--- config.mk ---
export PLATFORM = sky130hd
export DESIGN_NAME = alu_exec_stage
export DESIGN_NICKNAME = d
export VERILOG_FILES = /design/src/rtl/alu_exec_stage_pkg.sv /design/src/rtl/alu_exec_stage_alu.sv /design/src/rtl/alu_exec_stage.sv
export SDC_FILE = /design/constraint.sdc
export NUM_CORES = 1
export LEC_CHECK = 0
export BUFFER_PORTS_ARGS = -buffer_cell sky130_fd_sc_hd__buf_2
export CAP_MARGIN = 20
export CORE_MARGIN = 1.5
export CORE_UTILIZATION = 60
export DETAILED_ROUTE_END_ITERATION = 10
export GPL_ROUTABILITY_DRIVEN = 1
export PLACE_DENSITY = 0.75
export SYNTH_ARGS = -nofsm -noshare
export SYNTH_HDL_FRONTEND = slang
export SYNTH_HIERARCHICAL = 1
export SYNTH_SLANG_ARGS = --single-unit
--- constraint.sdc ---
create_clock -name clk -period 46 [get_ports clk]
set_input_delay 2.3 -clock clk [delete_from_list [all_inputs] [get_ports clk]]
set_output_delay 2.3 -clock clk [all_outputs]
set_load 0.02 [all_outputs]
--- src/rtl/alu_exec_stage_pkg.sv ---
// ============================================================================
//  Module   : alu_exec_stage_pkg
//  Purpose  : Opcodes, FSM state encodings and result-flag type for the
//             alu execute stage.
//  Revision : 1.0 - initial release
// ============================================================================
`default_nettype none

package alu_exec_stage_pkg;

   localparam logic [2:0] OC_ADD = 3'b000;
   localparam logic [2:0] OC_SUB = 3'b001;
   localparam logic [2:0] OC_MUL = 3'b010;
   localparam logic [2:0] OC_DIV = 3'b011;
   localparam logic [2:0] OC_NOT = 3'b100;
   localparam logic [2:0] OC_XOR = 3'b101;
   localparam logic [2:0] OC_OR  = 3'b110;
   localparam logic [2:0] OC_AND = 3'b111;

   localparam logic [1:0] S_IDLE = 2'd0;
   localparam logic [1:0] S_EXEC = 2'd1;
   localparam logic [1:0] S_DONE = 2'd2;

   typedef struct packed {
      logic zero;
      logic neg;
      logic dz;
   } flags_t;

endpackage

`default_nettype wire

--- src/rtl/alu_exec_stage_alu.sv ---
// ============================================================================
//  Module   : alu
//  Purpose  : Combinational unsigned alu (add/sub/mul/div/not/xor/or/and).
//  Revision : 1.0 - initial release
// ============================================================================
`default_nettype none

module alu
   import alu_exec_stage_pkg::*;
#(
   parameter int DATA_WIDTH = 16
) (
   input  logic [2:0]            i_oc,
   input  logic [DATA_WIDTH-1:0] i_a,
   input  logic [DATA_WIDTH-1:0] i_b,
   output logic [DATA_WIDTH-1:0] o_f
);

   always_comb begin
      o_f = '0;
      case (i_oc)
         OC_ADD: o_f = i_a + i_b;
         OC_SUB: o_f = i_a - i_b;
         OC_MUL: o_f = i_a * i_b;
         // Zero divisor yields a defined value; the stage overrides it anyway.
         OC_DIV: o_f = (i_b == '0) ? '1 : i_a / i_b;
         OC_NOT: o_f = ~i_a;
         OC_XOR: o_f = i_a ^ i_b;
         OC_OR:  o_f = i_a | i_b;
         OC_AND: o_f = i_a & i_b;
         default: o_f = '0;
      endcase
   end

endmodule

`default_nettype wire

--- src/rtl/alu_exec_stage.sv ---
// ============================================================================
//  Module   : alu_exec_stage
//  Purpose  : Registered execute stage around the alu with valid/ready
//             handshakes on both sides and zero/neg/divide-by-zero flags.
//  Revision : 1.0 - initial release
// ============================================================================
`default_nettype none

module alu_exec_stage
   import alu_exec_stage_pkg::*;
#(
   parameter int DATA_WIDTH = 16
) (
   input  logic                  clk,
   input  logic                  rst,
   input  logic                  in_valid,
   output logic                  in_ready,
   input  logic [2:0]            in_oc,
   input  logic [DATA_WIDTH-1:0] in_a,
   input  logic [DATA_WIDTH-1:0] in_b,
   output logic                  out_valid,
   input  logic                  out_ready,
   output logic [DATA_WIDTH-1:0] out_f,
   output logic                  out_zero,
   output logic                  out_neg,
   output logic                  out_dz
);

   localparam int HIGH = DATA_WIDTH - 1;

   logic [1:0]    r_state;
   logic [1:0]    w_state_nxt;
   logic [2:0]    r_oc;
   logic [HIGH:0] r_a;
   logic [HIGH:0] r_b;
   logic [HIGH:0] r_f;
   flags_t        r_flags;
   logic [HIGH:0] w_alu_f;
   logic [HIGH:0] w_f_fin;
   logic          w_dz;
   logic          w_accept;

   // ---------------- FSM: state register ----------------
   always_ff @(posedge clk) begin
      if (rst) begin
         r_state <= S_IDLE;
      end else begin
         r_state <= w_state_nxt;
      end
   end

   // ---------------- FSM: next state ----------------
   always_comb begin
      w_state_nxt = r_state;
      case (r_state)
         S_IDLE: if (in_valid) w_state_nxt = S_EXEC;
         S_EXEC: w_state_nxt = S_DONE;
         S_DONE: if (out_ready) w_state_nxt = in_valid ? S_EXEC : S_IDLE;
         default: w_state_nxt = S_IDLE;
      endcase
   end

   // ---------------- FSM: outputs ----------------
   always_comb begin
      in_ready  = 1'b0;
      out_valid = 1'b0;
      case (r_state)
         S_IDLE: in_ready = 1'b1;
         S_DONE: begin
            out_valid = 1'b1;
            in_ready  = out_ready;
         end
         default: begin
            in_ready  = 1'b0;
            out_valid = 1'b0;
         end
      endcase
   end

   assign w_accept = in_valid & in_ready;

   always_ff @(posedge clk) begin
      if (rst) begin
         r_oc <= '0;
         r_a  <= '0;
         r_b  <= '0;
      end else if (w_accept) begin
         r_oc <= in_oc;
         r_a  <= in_a;
         r_b  <= in_b;
      end
   end

   alu #(.DATA_WIDTH(DATA_WIDTH)) u_alu (
      .i_oc (r_oc),
      .i_a  (r_a),
      .i_b  (r_b),
      .o_f  (w_alu_f)
   );

   // Divide by zero forces all ones; flags follow the final value.
   assign w_dz    = (r_oc == OC_DIV) && (r_b == '0);
   assign w_f_fin = w_dz ? '1 : w_alu_f;

   always_ff @(posedge clk) begin
      if (rst) begin
         r_f     <= '0;
         r_flags <= '0;
      end else if (r_state == S_EXEC) begin
         r_f          <= w_f_fin;
         r_flags.zero <= (w_f_fin == '0);
         r_flags.neg  <= w_f_fin[HIGH];
         r_flags.dz   <= w_dz;
      end
   end

   assign out_f    = r_f;
   assign out_zero = r_flags.zero;
   assign out_neg  = r_flags.neg;
   assign out_dz   = r_flags.dz;

endmodule

`default_nettype wire
# Word-level counts from Yosys, hierarchy flattened
# Cells that the tools add are included.
op_classes:
  n_addsub: 2
  mul: 1
  n_div: 1
  n_lt_le_gt_ge: 0
  eq_ne: 11
  n_shift: 0
  n_mux: 9
  bitwise: 5
  n_reduce_logical: 6
op_table:
  columns: ["op", "count"]
  rows:
  - ["16-bit case mux with 8 select lines", 1]
  - ["16-bit zero test", 2]
  - ["16-bit two-way mux", 2]
  - ["16-bit adder", 1]
  - ["16-bit bitwise AND", 1]
  - ["16-bit by 16-bit divider with 16-bit output", 1]
  - ["16-bit by 16-bit multiplier with 16-bit output", 1]
  - ["16-bit NOT", 1]
  - ["16-bit OR", 1]
  - ["16-bit subtractor", 1]
  - ["16-bit XOR", 1]
  - ["3-bit equality test, second input constant", 4]
  - ["3-bit by 2-bit equality test with 1-bit output, second input constant", 2]
  - ["2-bit case mux with 3 select lines", 1]
  - ["2-bit two-way mux", 2]
  - ["2-bit != test, second input constant", 2]
  - ["3-bit by 1-bit equality test with 1-bit output, second input constant", 1]
  - ["3-bit zero test", 1]
  - ["2-bit by 1-bit equality test with 1-bit output, second input constant", 1]
  - ["2-bit equality test, second input constant", 1]
  - ["2-bit zero test", 1]
  - ["1-bit two-way mux", 2]
  - ["1-bit case mux with 2 select lines", 1]
  - ["2-bit AND reduction", 1]
  - ["other kinds (2)", 2]
word_totals:
  register_bits: 56
  latchBits: 0
  ram_bits: 0
  mem_bits_ro: 0
  input_bits: 39
  output_inout_bits: 21
  n_memories: 0

# Longest topological paths before layout
logic_depth:
  ltp_word: 5
  mapped_depth: 136

# By module
# The synthesis kept the hierarchy.
modules_own_cells:
  columns: ["mod", "n_inst", "cells_per_inst", "area_per_inst_um2"]
  rows:
  - ["alu", 1, 1747, 12972.4]
  - ["alu_exec_stage", 1, 214, 2119.5]

# Least setup slack after synthesis
# OpenSTA, ideal clock, no wires.
synth_timing:
  path_kind: "reg2reg"
  startpoint: "reg r_b[0]"
  endpoint: "reg r_flags (netlist bit out_zero)"
  setup_ps: 61
  arrival_ps: 26198
  required_ps: 45939
  slack_ps: 19741
  stages_incl_launch_ff: 126
  path_buffers: 8
  period_less_slack_ps: 26259
  cell_sequence: "dfxtp_1 > clkbuf_1 > inv_1 > ha_1 > o21ba_2 > nand2_1 > nand2_1 > o21ai_0 > ha_1 > nor4b_1 > nor4_1 > or2_2 > ha_1 > a21oi_1 > nand2_1 > and2_1 > o31ai_1 > inv_1 > [90 not listed] > o21bai_1 > a21oi_1 > nor2_1 > mux2_2 > ha_1 > o21a_1 > o21a_1 > o21a_1 > o21a_1 > o21ai_0 > a21oi_1 > o21ai_0 > nor4b_1 > o21ai_0 > nor4_1 > nand4_1 > nor3_1 > a32o_1"
synth_via:
  elab_chain_len: 5
  word_cells_on_any_way: 13
  cone_classes: "add/sub: 2; mul: 1; div: 1; mux: 3; bitwise: 3; reduce/logical: 3"
synth_lines:
  columns: ["item", "line_no", "rtl"]
  rows:
  - ["from (decl)", "alu_exec_stage.sv:35", "logic [HIGH:0] r_b;"]
  - ["from (signal assigned)", "alu_exec_stage.sv:90", "r_b <= in_b;"]
  - ["16-bit by 16-bit divider with 16-bit output / 16-bit zero test (equally long branches)", "alu_exec_stage_alu.sv:26", "OC_DIV: o_f = (i_b == '0) ? '1 : i_a / i_b;"]
  - ["16-bit two-way mux", "alu_exec_stage_alu.sv:26", null]
  - ["16-bit case mux with 8 select lines (*)", "alu_exec_stage_alu.sv:21", "case (i_oc)"]
  - ["named net w_alu_f[0]", "alu_exec_stage.sv:38", "logic [HIGH:0] w_alu_f;"]
  - ["16-bit two-way mux (*)", "alu_exec_stage.sv:103", "assign w_f_fin = w_dz ? '1 : w_alu_f;"]
  - ["16-bit zero test (*)", "alu_exec_stage.sv:111", "r_flags.zero <= (w_f_fin == '0);"]
  - ["to (decl)", "alu_exec_stage.sv:37", "flags_t r_flags;"]
# The timed path passes the listed nets; every way through them passes the cells marked *.
# A chain may end at the register's enable or synchronous reset.

# Final worst setup path
layout_timing:
  startpoint: "reg r_b[5]"
  endpoint: "reg r_flags (netlist bit out_zero)"
layout_via:
  elab_chain_len: 5
  word_cells_on_any_way: 13
  cone_classes: "add/sub: 2; mul: 1; div: 1; mux: 3; bitwise: 3; reduce/logical: 3"
layout_lines:
  columns: ["item", "line_no"]
  rows:
  - ["16-bit by 16-bit divider with 16-bit output / 16-bit zero test (equally long branches)", "alu_exec_stage_alu.sv:26"]
  - ["16-bit two-way mux (*)", "alu_exec_stage_alu.sv:26"]
  - ["16-bit case mux with 8 select lines (*)", "alu_exec_stage_alu.sv:21"]
  - ["named net w_alu_f[0]", "alu_exec_stage.sv:38"]
  - ["16-bit two-way mux (*)", "alu_exec_stage.sv:103"]
  - ["16-bit zero test (*)", "alu_exec_stage.sv:111"]
# Marks and branches as above.

==> metrics <==
status=finished, final reports clean; # hold bufs at CTS=0; initial drt markers=1554; fin crit share=slightly below 70%; Critical R2R Launch=r_b[5]$_SDFFE_PP0P_; core area=0.0245 mm2; Cell Area, Synth=between 0.015 and 0.02 mm2; DR vias=15100; synth warn=6; largest net degree at the start of global routing=53; crit path max fanout=17; final hold viol count=0; Syn Nets=2317; TritonCTS clock tree=built; final setup vio count=0; min Tclk post-route=31.45 ns; gp weighted congestion=approximately 1.0; Final #Nets=around 2300; clock root buffer=clkbuf_16; Worst-Skew Late Latency=approximately 0.30 ns; async set-reset flop share out of synthesis=0%; first-pass GRT wire length=78500 um; Layout Skew=0.00293 ns; vias per cell=roughly 6.6; Horiz. Die Dim=between 150 and 200 um; Mean Syn Cell Area=slightly below 8 um2; Post-synth EDFFs=0; Max stage delay cell, worst path=nor4_1; Post-synth top cells=ha_1, nor2_1, inv_1; CTS Sinks=55; Critical Path RT=around 46 ns; Row Count=57; dpl hpwl=39000 um; TritonCTS Buffers=5; H-Tree Depth=2; Fillers=between 2000 and 2500; layout overhead on the synthesized area=5.02%; cell taking the most area after synthesis=ha_1; R2R cell count=around 120; ratio of cells with drive above 1 in the final layout=a little over a tenth; synth top area cells=ha_1, fa_1, dfxtp_1, nor2_1, inv_1; Pins Over Slew Limit=0; fmax=between 0.03 and 0.04 GHz; crit path DAT=around 32 ns; area share of the leading cell type in the synthesized netlist=between 15 and 20%; Post-Syn Instances=about 2000; total gr overflow=0; Most used DFF post-synth=dfxtp_1; Setup crit end=out_zero$_SDFFE_PP0N_; # IOs=60; Initial Utilization=between 60 and 70%; Setup Crit Path Kind=reg2reg; Port Buf Inserts=59; DRC=0; Detailed Routing Iterations Pass 1=8; post_cts resized=0; RSZ-0062 raised after global routing=no; DIE AREA=around 0.026 mm2; final WL=50300 um; Final TNS setup=0 ns; antenna violations before repair=0; worst slew pin tran=~1.1 ns; max-cap violation count=0; R2R setup slack=between 10 and 15 ns; number of antenna diodes=0; WHS=slightly below 0.5 ns; Max-Slew Margin vs Limit=a little under a quarter; antenna-violating nets left=0; vias in the first global route=14600; maximum clock path buffer count=2; crit-path max cell delay=about 0.99 ns; Seq cells post-synth=55; Clock transition at path regs=about 0.070 ns; Die Ht=between 150 and 200 um; sequential-to-total area share from yosys stat=7.30%; number of distinct library cells after synthesis=105; worst hold path class=reg2reg; reg-to-reg endpoint=out_zero$_SDFFE_PP0N_; Post-CTS Setup Inserts=0; routed len/inst=21.8 um; Most common cell on crit path=ha_1; Worst setup SP type=flop; Total Routing Usage GR=38.4%; top-count cell post-synth=ha_1; crit path from=r_b[5]$_SDFFE_PP0P_; critical path capture point type=flop
per-stage QoR:
step,instances,cell area (um2),util (%),setup WS (ns)
5_1_grt,2309,15900,64.6,12.22
3_3_place_gp,2298,15700,63.9,16.28
2_1_floorplan,1961,15100,-,19.74
4_1_cts,2308,15800,64.6,14.86
3_5_place_dp,2300,15700,64.0,15.04
6_report,2309,15900,64.6,14.55
worst max-delay path, delay by kind of cell (launching register included):
family,cells,cell delay (ns)
AO/OA/AOI/OAI,64,15.95
adder cells (fa/ha/maj),15,5.05
buffers and inverters,4,0.79
flip-flops,1,0.30
multiplexers,4,1.42
AND/OR/NAND/NOR,31,7.84
area by class of cell:
class                      count  area [um2]  share of cell area, %
clock buffer                   6         129                  0.813
clock inverter                 2        12.5                 0.0789
inverter                     188         706                   4.45
multi-input combinational   1637       12900                   81.4
sequential                    55        1100                   6.95
tap                          324         405                   2.56
timing repair buffer          97         587                   3.70
sequential cells by signal (all words and copies together), names as in the netlist:
signal / cells
out_dz: 1
out_f: 16
out_zero: 1
r_a: 16
r_b: 16
r_oc: 3
r_state: 2
per-layer routing:
metal	wire, um	vias up	global-route usage [%]
met2	21400	830	59.2
met3	5490	185	7.88
met4	2600	0	17.5
li1	-	6952	-
met1	20900	7169	51.6
met5	0	-	0
worst min-delay path by stage:
stage,cells past startpoint,to,slack [ns],startpoint
after floorplan,2,r_oc[1]$_SDFFE_PP0P_,0.47,r_oc[1]$_SDFFE_PP0P_
after global placement,2,out_dz$_SDFFE_PP0N_,0.46,out_dz$_SDFFE_PP0N_
after detailed placement,2,out_dz$_SDFFE_PP0N_,0.48,out_dz$_SDFFE_PP0N_
after CTS,2,out_dz$_SDFFE_PP0N_,0.49,out_dz$_SDFFE_PP0N_
after global routing,2,out_dz$_SDFFE_PP0N_,0.51,out_dz$_SDFFE_PP0N_
final,2,out_dz$_SDFFE_PP0N_,0.49,out_dz$_SDFFE_PP0N_
logic make-up after synthesis:
logic type | after synthesis | share of synthesized area (%)
adders and majority gates | 317 | 30.3
buffers and inverters | 269 | 7.25
muxes | 86 | 6.81
DFF | 55 | 7.30
and+or+nand+nor | 621 | 19.5
xor gates and xnor gates | 122 | 7.08
AOI/OAI and AO/OA | 491 | 21.8
cell usage in the layout, fill, tap and decap left out, types with 54 or more instances in the layout:
cell       n
nor2_1   231
buf_2     59
xnor2_1   77
ha_1     236
dfxtp_1   54
inv_1    182
a21oi_1  120
o21ai_0   96
nand2_1  173
fa_1      81
Power is left out: the tool's default activity adds up to more than one toggle a clock period on the data nets, which glitch-free logic cannot reach.
